`config.mk`:
```
export PLATFORM = sky130hd
export DESIGN_NAME = mac_sat_accum_flat
export DESIGN_NICKNAME = d
export VERILOG_FILES = /design/src/rtl/mac_sat_accum_if.sv /design/src/rtl/mac_sat_accum.sv /design/src/flat_wrapper.sv
export SDC_FILE = /design/constraint.sdc
export NUM_CORES = 1
export LEC_CHECK = 0
export ABC_AREA = 1
export BUFFER_PORTS_ARGS = -buffer_cell sky130_fd_sc_hd__buf_2
export CAP_MARGIN = 20
export CORE_MARGIN = 2
export CORE_UTILIZATION = 45
export DETAILED_ROUTE_END_ITERATION = 12
export PLACE_DENSITY = 0.67
export RECOVER_POWER = 25
export SLEW_MARGIN = 20
export SYNTH_ARGS = -nofsm -noshare
export SYNTH_HDL_FRONTEND = slang
export SYNTH_SLANG_ARGS = --single-unit
```
`constraint.sdc`:
```
create_clock -name clk -period 3.5 [get_ports clk]
set_input_delay 0.35 -clock clk [delete_from_list [all_inputs] [get_ports clk]]
set_output_delay 0.35 -clock clk [all_outputs]
set_load 0.05 [all_outputs]
```
`src/rtl/mac_sat_accum_if.sv`:
```
// Bundles the M-stage product and pipeline controls with the W-stage accumulator results.
interface mac_sat_accum_if #(
  parameter int unsigned ACCW = 16,
  parameter int unsigned CNTW = 8
);
  // Pipeline controls from the hazard unit
  logic            StallM;
  logic            FlushM;
  // Product from the multiplier
  logic            ValidM;
  logic            ClrM;
  logic [31:0]     ProdM;
  logic            VM;
  // Results towards writeback
  logic [ACCW-1:0] AccW;
  logic            SatW;
  logic [CNTW-1:0] CntW;
  logic            ValidW;

  // Producer side: drives controls and products, observes results
  modport master (
    output StallM, FlushM, ValidM, ClrM, ProdM, VM,
    input  AccW, SatW, CntW, ValidW
  );

  // Accumulator side
  modport slave (
    input  StallM, FlushM, ValidM, ClrM, ProdM, VM,
    output AccW, SatW, CntW, ValidW
  );
endinterface

```
`src/rtl/mac_sat_accum.sv`:
```
// Saturating multiply-accumulate back end: registers the multiplier product (stage A),
// then adds it into an unsigned accumulator that clamps at all-ones (stage W).
module mac_sat_accum #(
  parameter int unsigned ACCW = 16,
  parameter int unsigned CNTW = 8
) (
  input  logic           clk,
  input  logic           reset,
  mac_sat_accum_if.slave bus
);

  localparam int unsigned PRODW = 32;
  localparam int unsigned SUMW  = PRODW + 1;

  // Stage A state
  logic             valid_a;
  logic             clr_a;
  logic             v_a;
  logic [PRODW-1:0] prod_a;

  // Stage W state
  logic [ACCW-1:0]  acc_w;
  logic             sat_w;
  logic [CNTW-1:0]  cnt_w;
  logic             valid_w;

  // Next-state terms for stage W
  logic             fire;
  logic [ACCW-1:0]  base;
  logic [SUMW-1:0]  sum;
  logic             clamp;
  logic [ACCW-1:0]  acc_nxt;
  logic             sat_nxt;
  logic [CNTW-1:0]  cnt_nxt;

  // Stage A capture; flush kills the valid bit even while stalled
  always_ff @(posedge clk or negedge reset) begin
    if (!reset) begin
      valid_a <= 1'b0;
      clr_a   <= 1'b0;
      v_a     <= 1'b0;
      prod_a  <= '0;
    end else begin
      if (bus.FlushM) begin
        valid_a <= 1'b0;
      end else if (!bus.StallM) begin
        valid_a <= bus.ValidM;
      end
      if (!bus.StallM) begin
        clr_a  <= bus.ClrM;
        v_a    <= bus.VM;
        prod_a <= bus.ProdM;
      end
    end
  end

  // Accumulate: 33-bit sum so any carry or wide product forces the clamp
  always_comb begin
    fire    = valid_a && !bus.StallM && !bus.FlushM;
    base    = clr_a ? '0 : acc_w;
    sum     = SUMW'(prod_a) + SUMW'(base);
    clamp   = |sum[SUMW-1:ACCW];
    acc_nxt = clamp ? '1 : sum[ACCW-1:0];
    sat_nxt = (clr_a ? 1'b0 : sat_w) | v_a | clamp;
    if (clr_a) begin
      cnt_nxt = CNTW'(1);
    end else if (&cnt_w) begin
      cnt_nxt = cnt_w;
    end else begin
      cnt_nxt = cnt_w + CNTW'(1);
    end
  end

  // Stage W registers; results hold whenever no product is consumed
  always_ff @(posedge clk or negedge reset) begin
    if (!reset) begin
      acc_w   <= '0;
      sat_w   <= 1'b0;
      cnt_w   <= '0;
      valid_w <= 1'b0;
    end else begin
      valid_w <= fire;
      if (fire) begin
        acc_w <= acc_nxt;
        sat_w <= sat_nxt;
        cnt_w <= cnt_nxt;
      end
    end
  end

  assign bus.AccW   = acc_w;
  assign bus.SatW   = sat_w;
  assign bus.CntW   = cnt_w;
  assign bus.ValidW = valid_w;

endmodule
```
`src/flat_wrapper.sv`:
```
// flat-port wrapper written by rule: the top's interface ports become plain ports
module mac_sat_accum_flat 
#(
  parameter int unsigned ACCW = 16,
  parameter int unsigned CNTW = 8
)
  (clk, reset, bus_StallM, bus_FlushM, bus_ValidM, bus_ClrM, bus_ProdM, bus_VM, bus_AccW, bus_SatW, bus_CntW, bus_ValidW);
  mac_sat_accum_if #(.ACCW(ACCW), .CNTW(CNTW)) bus_i ();
  input  logic clk;
  input  logic reset;
  input wire logic [$bits(bus_i.StallM)-1:0] bus_StallM;
  input wire logic [$bits(bus_i.FlushM)-1:0] bus_FlushM;
  input wire logic [$bits(bus_i.ValidM)-1:0] bus_ValidM;
  input wire logic [$bits(bus_i.ClrM)-1:0] bus_ClrM;
  input wire logic [$bits(bus_i.ProdM)-1:0] bus_ProdM;
  input wire logic [$bits(bus_i.VM)-1:0] bus_VM;
  output wire logic [$bits(bus_i.AccW)-1:0] bus_AccW;
  output wire logic [$bits(bus_i.SatW)-1:0] bus_SatW;
  output wire logic [$bits(bus_i.CntW)-1:0] bus_CntW;
  output wire logic [$bits(bus_i.ValidW)-1:0] bus_ValidW;
  assign bus_i.StallM = bus_StallM;
  assign bus_i.FlushM = bus_FlushM;
  assign bus_i.ValidM = bus_ValidM;
  assign bus_i.ClrM = bus_ClrM;
  assign bus_i.ProdM = bus_ProdM;
  assign bus_i.VM = bus_VM;
  assign bus_AccW = bus_i.AccW;
  assign bus_SatW = bus_i.SatW;
  assign bus_CntW = bus_i.CntW;
  assign bus_ValidW = bus_i.ValidW;
  mac_sat_accum #(.ACCW(ACCW), .CNTW(CNTW)) u_core (.clk(clk), .reset(reset), .bus(bus_i));
endmodule
```
Word level (Yosys, flattened, before mapping)
Index checks and enable logic that the tools add are counted.
Storage, ports and cells
  register bits: 61
  bits in latches: 0
  bits in writable memories: 0
  bits in read-only memories: 0
  input bits: 39
  output and inout port bits: 26
  word-level logic and storage cells: 28
  memories kept: 0
Operators by class
  add/subtract/negate cells: 2
  multiply operators: 0
  div/mod/pow operators: 0
  order comparisons: 0
  equality and inequality tests: 2
  shift-type cells: 0
  multiplexer cells: 7
  bitwise operators: 2
  reductions and logical operators: 7
Operators with widths (number)
  $add A32 B16 Y33: 1
  $mux W16: 2
  $reduce_or A17 Y1: 1
  $mux W8: 2
  $add A8 B1 Y8 const B: 1
  $reduce_and A8 Y1: 1
  $ne A2 B1 Y1 const B: 2
  $mux W1: 3
  $logic_and A1 B1 Y1: 2
  $logic_not A1 Y1: 2
  $or A1 B1 Y1: 2
  $reduce_and A2 Y1: 1

Longest topological paths before layout
  depth in word-level cells: 4
  depth in mapped cells: 22
  depth with buffers taken out: 20

Worst setup path after synthesis
Ideal clock, no wire load.
  kind: register -> register
  start: register u_core.acc_w[0], in the netlist u_core.bus.AccW[0]
  end: register u_core.sat_w, in the netlist u_core.bus.SatW
  library setup time: 113 ps
  arrival: 2566 ps
  required time: 3387 ps
  path slack: 821 ps
  cell stages (with the launch flop): 21
  buffers on the path: 1
  period minus slack after synthesis: 2679 ps
  cells stage by stage: dfrtp_1 inv_1 nor2_1 ha_1 fa_1 nand2_1 nand2_1 and2_4 nand2_1 nand3_2 nand2_1 nand2_1 nand2_1 nand3_1 nor2_1 nand2_1 nor2_4 buf_6 nand3_1 nand2_1 inv_1
On the way
  word-level cells in the longest chain between the ends: 4
RTL lines
  from (decl): line mac_sat_accum.sv:22  | logic [ACCW-1:0] acc_w;
  from (signal assigned): line mac_sat_accum.sv:84  | acc_w <= acc_nxt;
  $mux W16: line mac_sat_accum.sv:60  | base = clr_a ? '0 : acc_w;
  $add A32 B16 Y33: line mac_sat_accum.sv:61  | sum = SUMW'(prod_a) + SUMW'(base);
  $reduce_or A17 Y1: line mac_sat_accum.sv:62  | clamp = |sum[SUMW-1:ACCW];
  $or A1 B1 Y1: line mac_sat_accum.sv:64  | sat_nxt = (clr_a ? 1'b0 : sat_w) | v_a | clamp;
  to (signal assigned): line mac_sat_accum.sv:85  | sat_w <= sat_nxt;
  to (decl): line mac_sat_accum.sv:23  | logic sat_w;
No other way between the ends.
A chain may end at the register's enable or synchronous reset.

Worst setup path in the final report
  start: register u_core.clr_a
  end: register u_core.acc_w[11], in the netlist u_core.bus.AccW[11]
On the way
  word-level cells in the longest chain between the ends: 4
RTL lines
  from (decl): line mac_sat_accum.sv:17  | logic clr_a;
  from (signal assigned): line mac_sat_accum.sv:50  | clr_a <= bus.ClrM;
  $mux W16 (*): line mac_sat_accum.sv:60
  $add A32 B16 Y33 (*): line mac_sat_accum.sv:61
  $reduce_or A17 Y1: line mac_sat_accum.sv:62
  $mux W16 (*): line mac_sat_accum.sv:63  | acc_nxt = clamp ? '1 : sum[ACCW-1:0];
Every way passes the cells marked *; elsewhere a longest branch is shown, timed or not.

==> results.cfg <==
[clocking]
cts.sinks = 61
cts.clk_slew.worst_paths_ps = 80
cts_buffers = 9
htree_levels = 3
clkLatencyLatePin_ps = 360
cts_setup_buffers = 0
cts_resized = 0
cts_hold_buf = 0
clock-root-buffer = clkbuf_8
cts_buffer_depth = 2
cts_tree = built

[grt]
first_global_vias = 4303
antenna_found_initial = 0
grt_pass1_wl_um = 20500
grt_usage = 0.235
grt-ovfl-total = 0
grt_max_degree = 50

[timing]
slew_headroom = -0.235
worst_pin_slew_ps = 1850
clock_skew_ps = 15.4
period_needed_ps = 3160
rsz0062_at_grt = false
finalCritPeriodShare = 0.904
setup_viol = 0
hold_viol = 0
hold_slack_ps = 146
slew_viol_final = 81
fin_tns_setup_ps = 0
max_freq_ghz = 0.316

[critical_path]
crit_type = flop to flop
critPathMaxFanout = 17
r2r_start = u_core.clr_a
critPathRequiredTime_ps = 3750
reg2reg_depth = 17
reg2reg_slack_ps = 340
worst_setup_path_end_kind = flop
critical_path_arrival_ps = 3410
timing.rr.end = u_core.bus.AccW[11]
startpoint_type = flop

[logic_synthesis]
ys_seq_area_frac = 0.341
post-synth-top-count-cell = nand2_1
netlist_area_mm2 = 0.00448
synth_area_leader_cell = dfrtp_1
synth_ff_type = dfrtp_1
avgSynthCellArea_um2 = 6.32
ys_types = 34
synth.mux.area_fraction = 0
yosys.area_share.simple = 0.426
synth_fp_nets = 765
synth_compound_area_frac = 0.0411
async_reset_ff_frac = 1.00
synth_top_family_by_area = simple AND/OR/NAND/NOR gates
synth_xor_area_frac = 0.0313
synthCells = 708
post_synth_most_frequent_cells = 276 x nand2_1, 108 x inv_1, 76 x nor2_1, 61 x dfrtp_1, 51 x nand3_1
ys_ff_latch = 61
ys.warnings.count = 0
synth-adder-area-share = 0.0520
netlist.area_leader.share = 0.341
synth-edff-count = 0
yosys-top-cells-area = dfrtp_1 34%, nand2_1 23%, inv_1 9.1%, nor2_1 6.4%, nand3_1 5.7%

[detailed_routing]
dr.pass1.iters = 5
via_per_inst = 4.82
wire_per_inst_um = 13.2
antenna_left = 0
drc = 0
via_count = 4385
wirelength_um = 12000
first_iter_violations = 235

[worst_hold_path]
hold_depth = 2
min_from = bus_FlushM
min_to = u_core.valid_a
hold_class = input port to flop

[status]
failed_checks = capacitance limit, slew limit
outcome = finished, violations left

[run]
drv_cap = 2

[floorplanning]
die_width_um = 104
ios = 65
initial_core_util = 0.460
dieArea_mm2 = 0.0108
die_h_um = 104
rows = 36
core_area_mm2 = 0.00973

[layout]
layout-drive-gt1-share = 0.136
areaGrowthSynthToFinish_pct = 13.4
n_antenna_cell = 0
fin_cells = 910
layout.nets = 829

[placement]
portBuffers = 64
gp_congestion = 1.00
place_hpwl_um = 9160
place_inst = 894

[pwr]
p_leak_nw = 2.85
pwr_density_cell_mw_per_mm2 = 396
ir_worst_vdd_uv = 362
[kinds of logic (layout without fill, tap and decap cells)]
group,count (synthesis),count (layout)
AND/OR/NAND/NOR,452,452
buffers and inverters,126,195
flip-flops,61,61
AO/OA/AOI/OAI,35,35
adder cells (fa/ha/maj),18,18
XOR/XNOR,16,16
[final cells by class]
| class | instances | area [µm²] |
|---|---|---|
| Inverter | 112 | 420 |
| Sequential cell | 61 | 1530 |
| Clock inverter | 6 | 38.8 |
| Multi-Input combinational cell | 521 | 2460 |
| Timing Repair Buffer | 67 | 337 |
| Clock buffer | 10 | 128 |
| Fill cell | 1064 | 4650 |
| Tap cell | 133 | 166 |
[per-layer routing]
layer  track usage  up-vias  wire length [µm]
met5             0        -                 0
met4        0.0714        0               182
met3        0.0447       13               711
met2         0.382      121              5270
met1         0.319     1956              5850
li1              -     2295                 -
[flip-flops by register name (all words and copies together), names as in the netlist]
register	cells
u_core.bus.CntW	8
u_core.bus.AccW	16
u_core.valid_a	1
u_core.v_a	1
u_core.clr_a	1
u_core.bus.ValidW	1
u_core.bus.SatW	1
u_core.prod_a	32
[how the worst max path moves through the flow]
stage	from	to	slack, ps
after detailed placement	u_core.clr_a	u_core.bus.AccW[11]	420
after global placement	u_core.bus.AccW[0]	u_core.bus.AccW[3]	400
after global routing	u_core.clr_a	u_core.bus.AccW[9]	110
after CTS	u_core.clr_a	u_core.bus.AccW[1]	370
final	u_core.clr_a	u_core.bus.AccW[11]	340
after floorplan	u_core.bus.AccW[0]	u_core.bus.SatW	820
[through the flow]
| stage | worst slack (ps) | util | power, mW | instance area [µm²] |
|---|---|---|---|---|
| final | 336 | 0.522 | 2.01 | 5080 |
| after global routing | 114 | 0.522 | 2.15 | 5080 |
| after CTS | 372 | 0.523 | 2.02 | 5080 |
| after detailed placement | 420 | 0.506 | 1.45 | 4920 |
| after global placement | 403 | 0.506 | 1.44 | 4920 |
| after floorplan | 821 | - | 1.27 | 4480 |
[layout by cell type, fill, tap and decap left out, types with 3 or more instances in the layout]
master	netlist	layout
clkbuf_1	10	4
xor2_1	15	15
nor2_1	76	76
nor3_1	11	11
nand3_1	51	51
ha_1	17	17
a21oi_1	11	11
nand2_1	276	276
clkbuf_8	0	9
nand4_1	7	7
inv_1	108	108
nand3_2	4	4
nand3b_1	3	3
o21ai_0	19	19
buf_2	1	62
dfrtp_1	61	61
nor2_4	3	3
inv_2	4	3
nand2_2	7	7
nor2_2	7	7
clkinv_2	0	3
[report_power, final]
part           leakage (nW)  internal [mW]  switching (mW)
logic                  2.08          0.204           0.424
registers             0.696          0.755          0.0551
clock network        0.0824          0.255           0.318
total                  2.85           1.21           0.797
[critical path, cell delays in order, from the launching register on]
cell,delay (ps)
dfrtp_1,410
buf_4,230
nor2_1,100
fa_1,440
nand2_1,110
nand2_1,100
nand3_1,90
nand2_1,130
nand2_1,140
nand2_1,110
nand3_1,100
nand2_1,60
nor2_1,170
nand3_1,160
nor2_4,410
nand3_1,160
nand2_1,90
inv_1,30
Power figures use the tool's default switching activity.
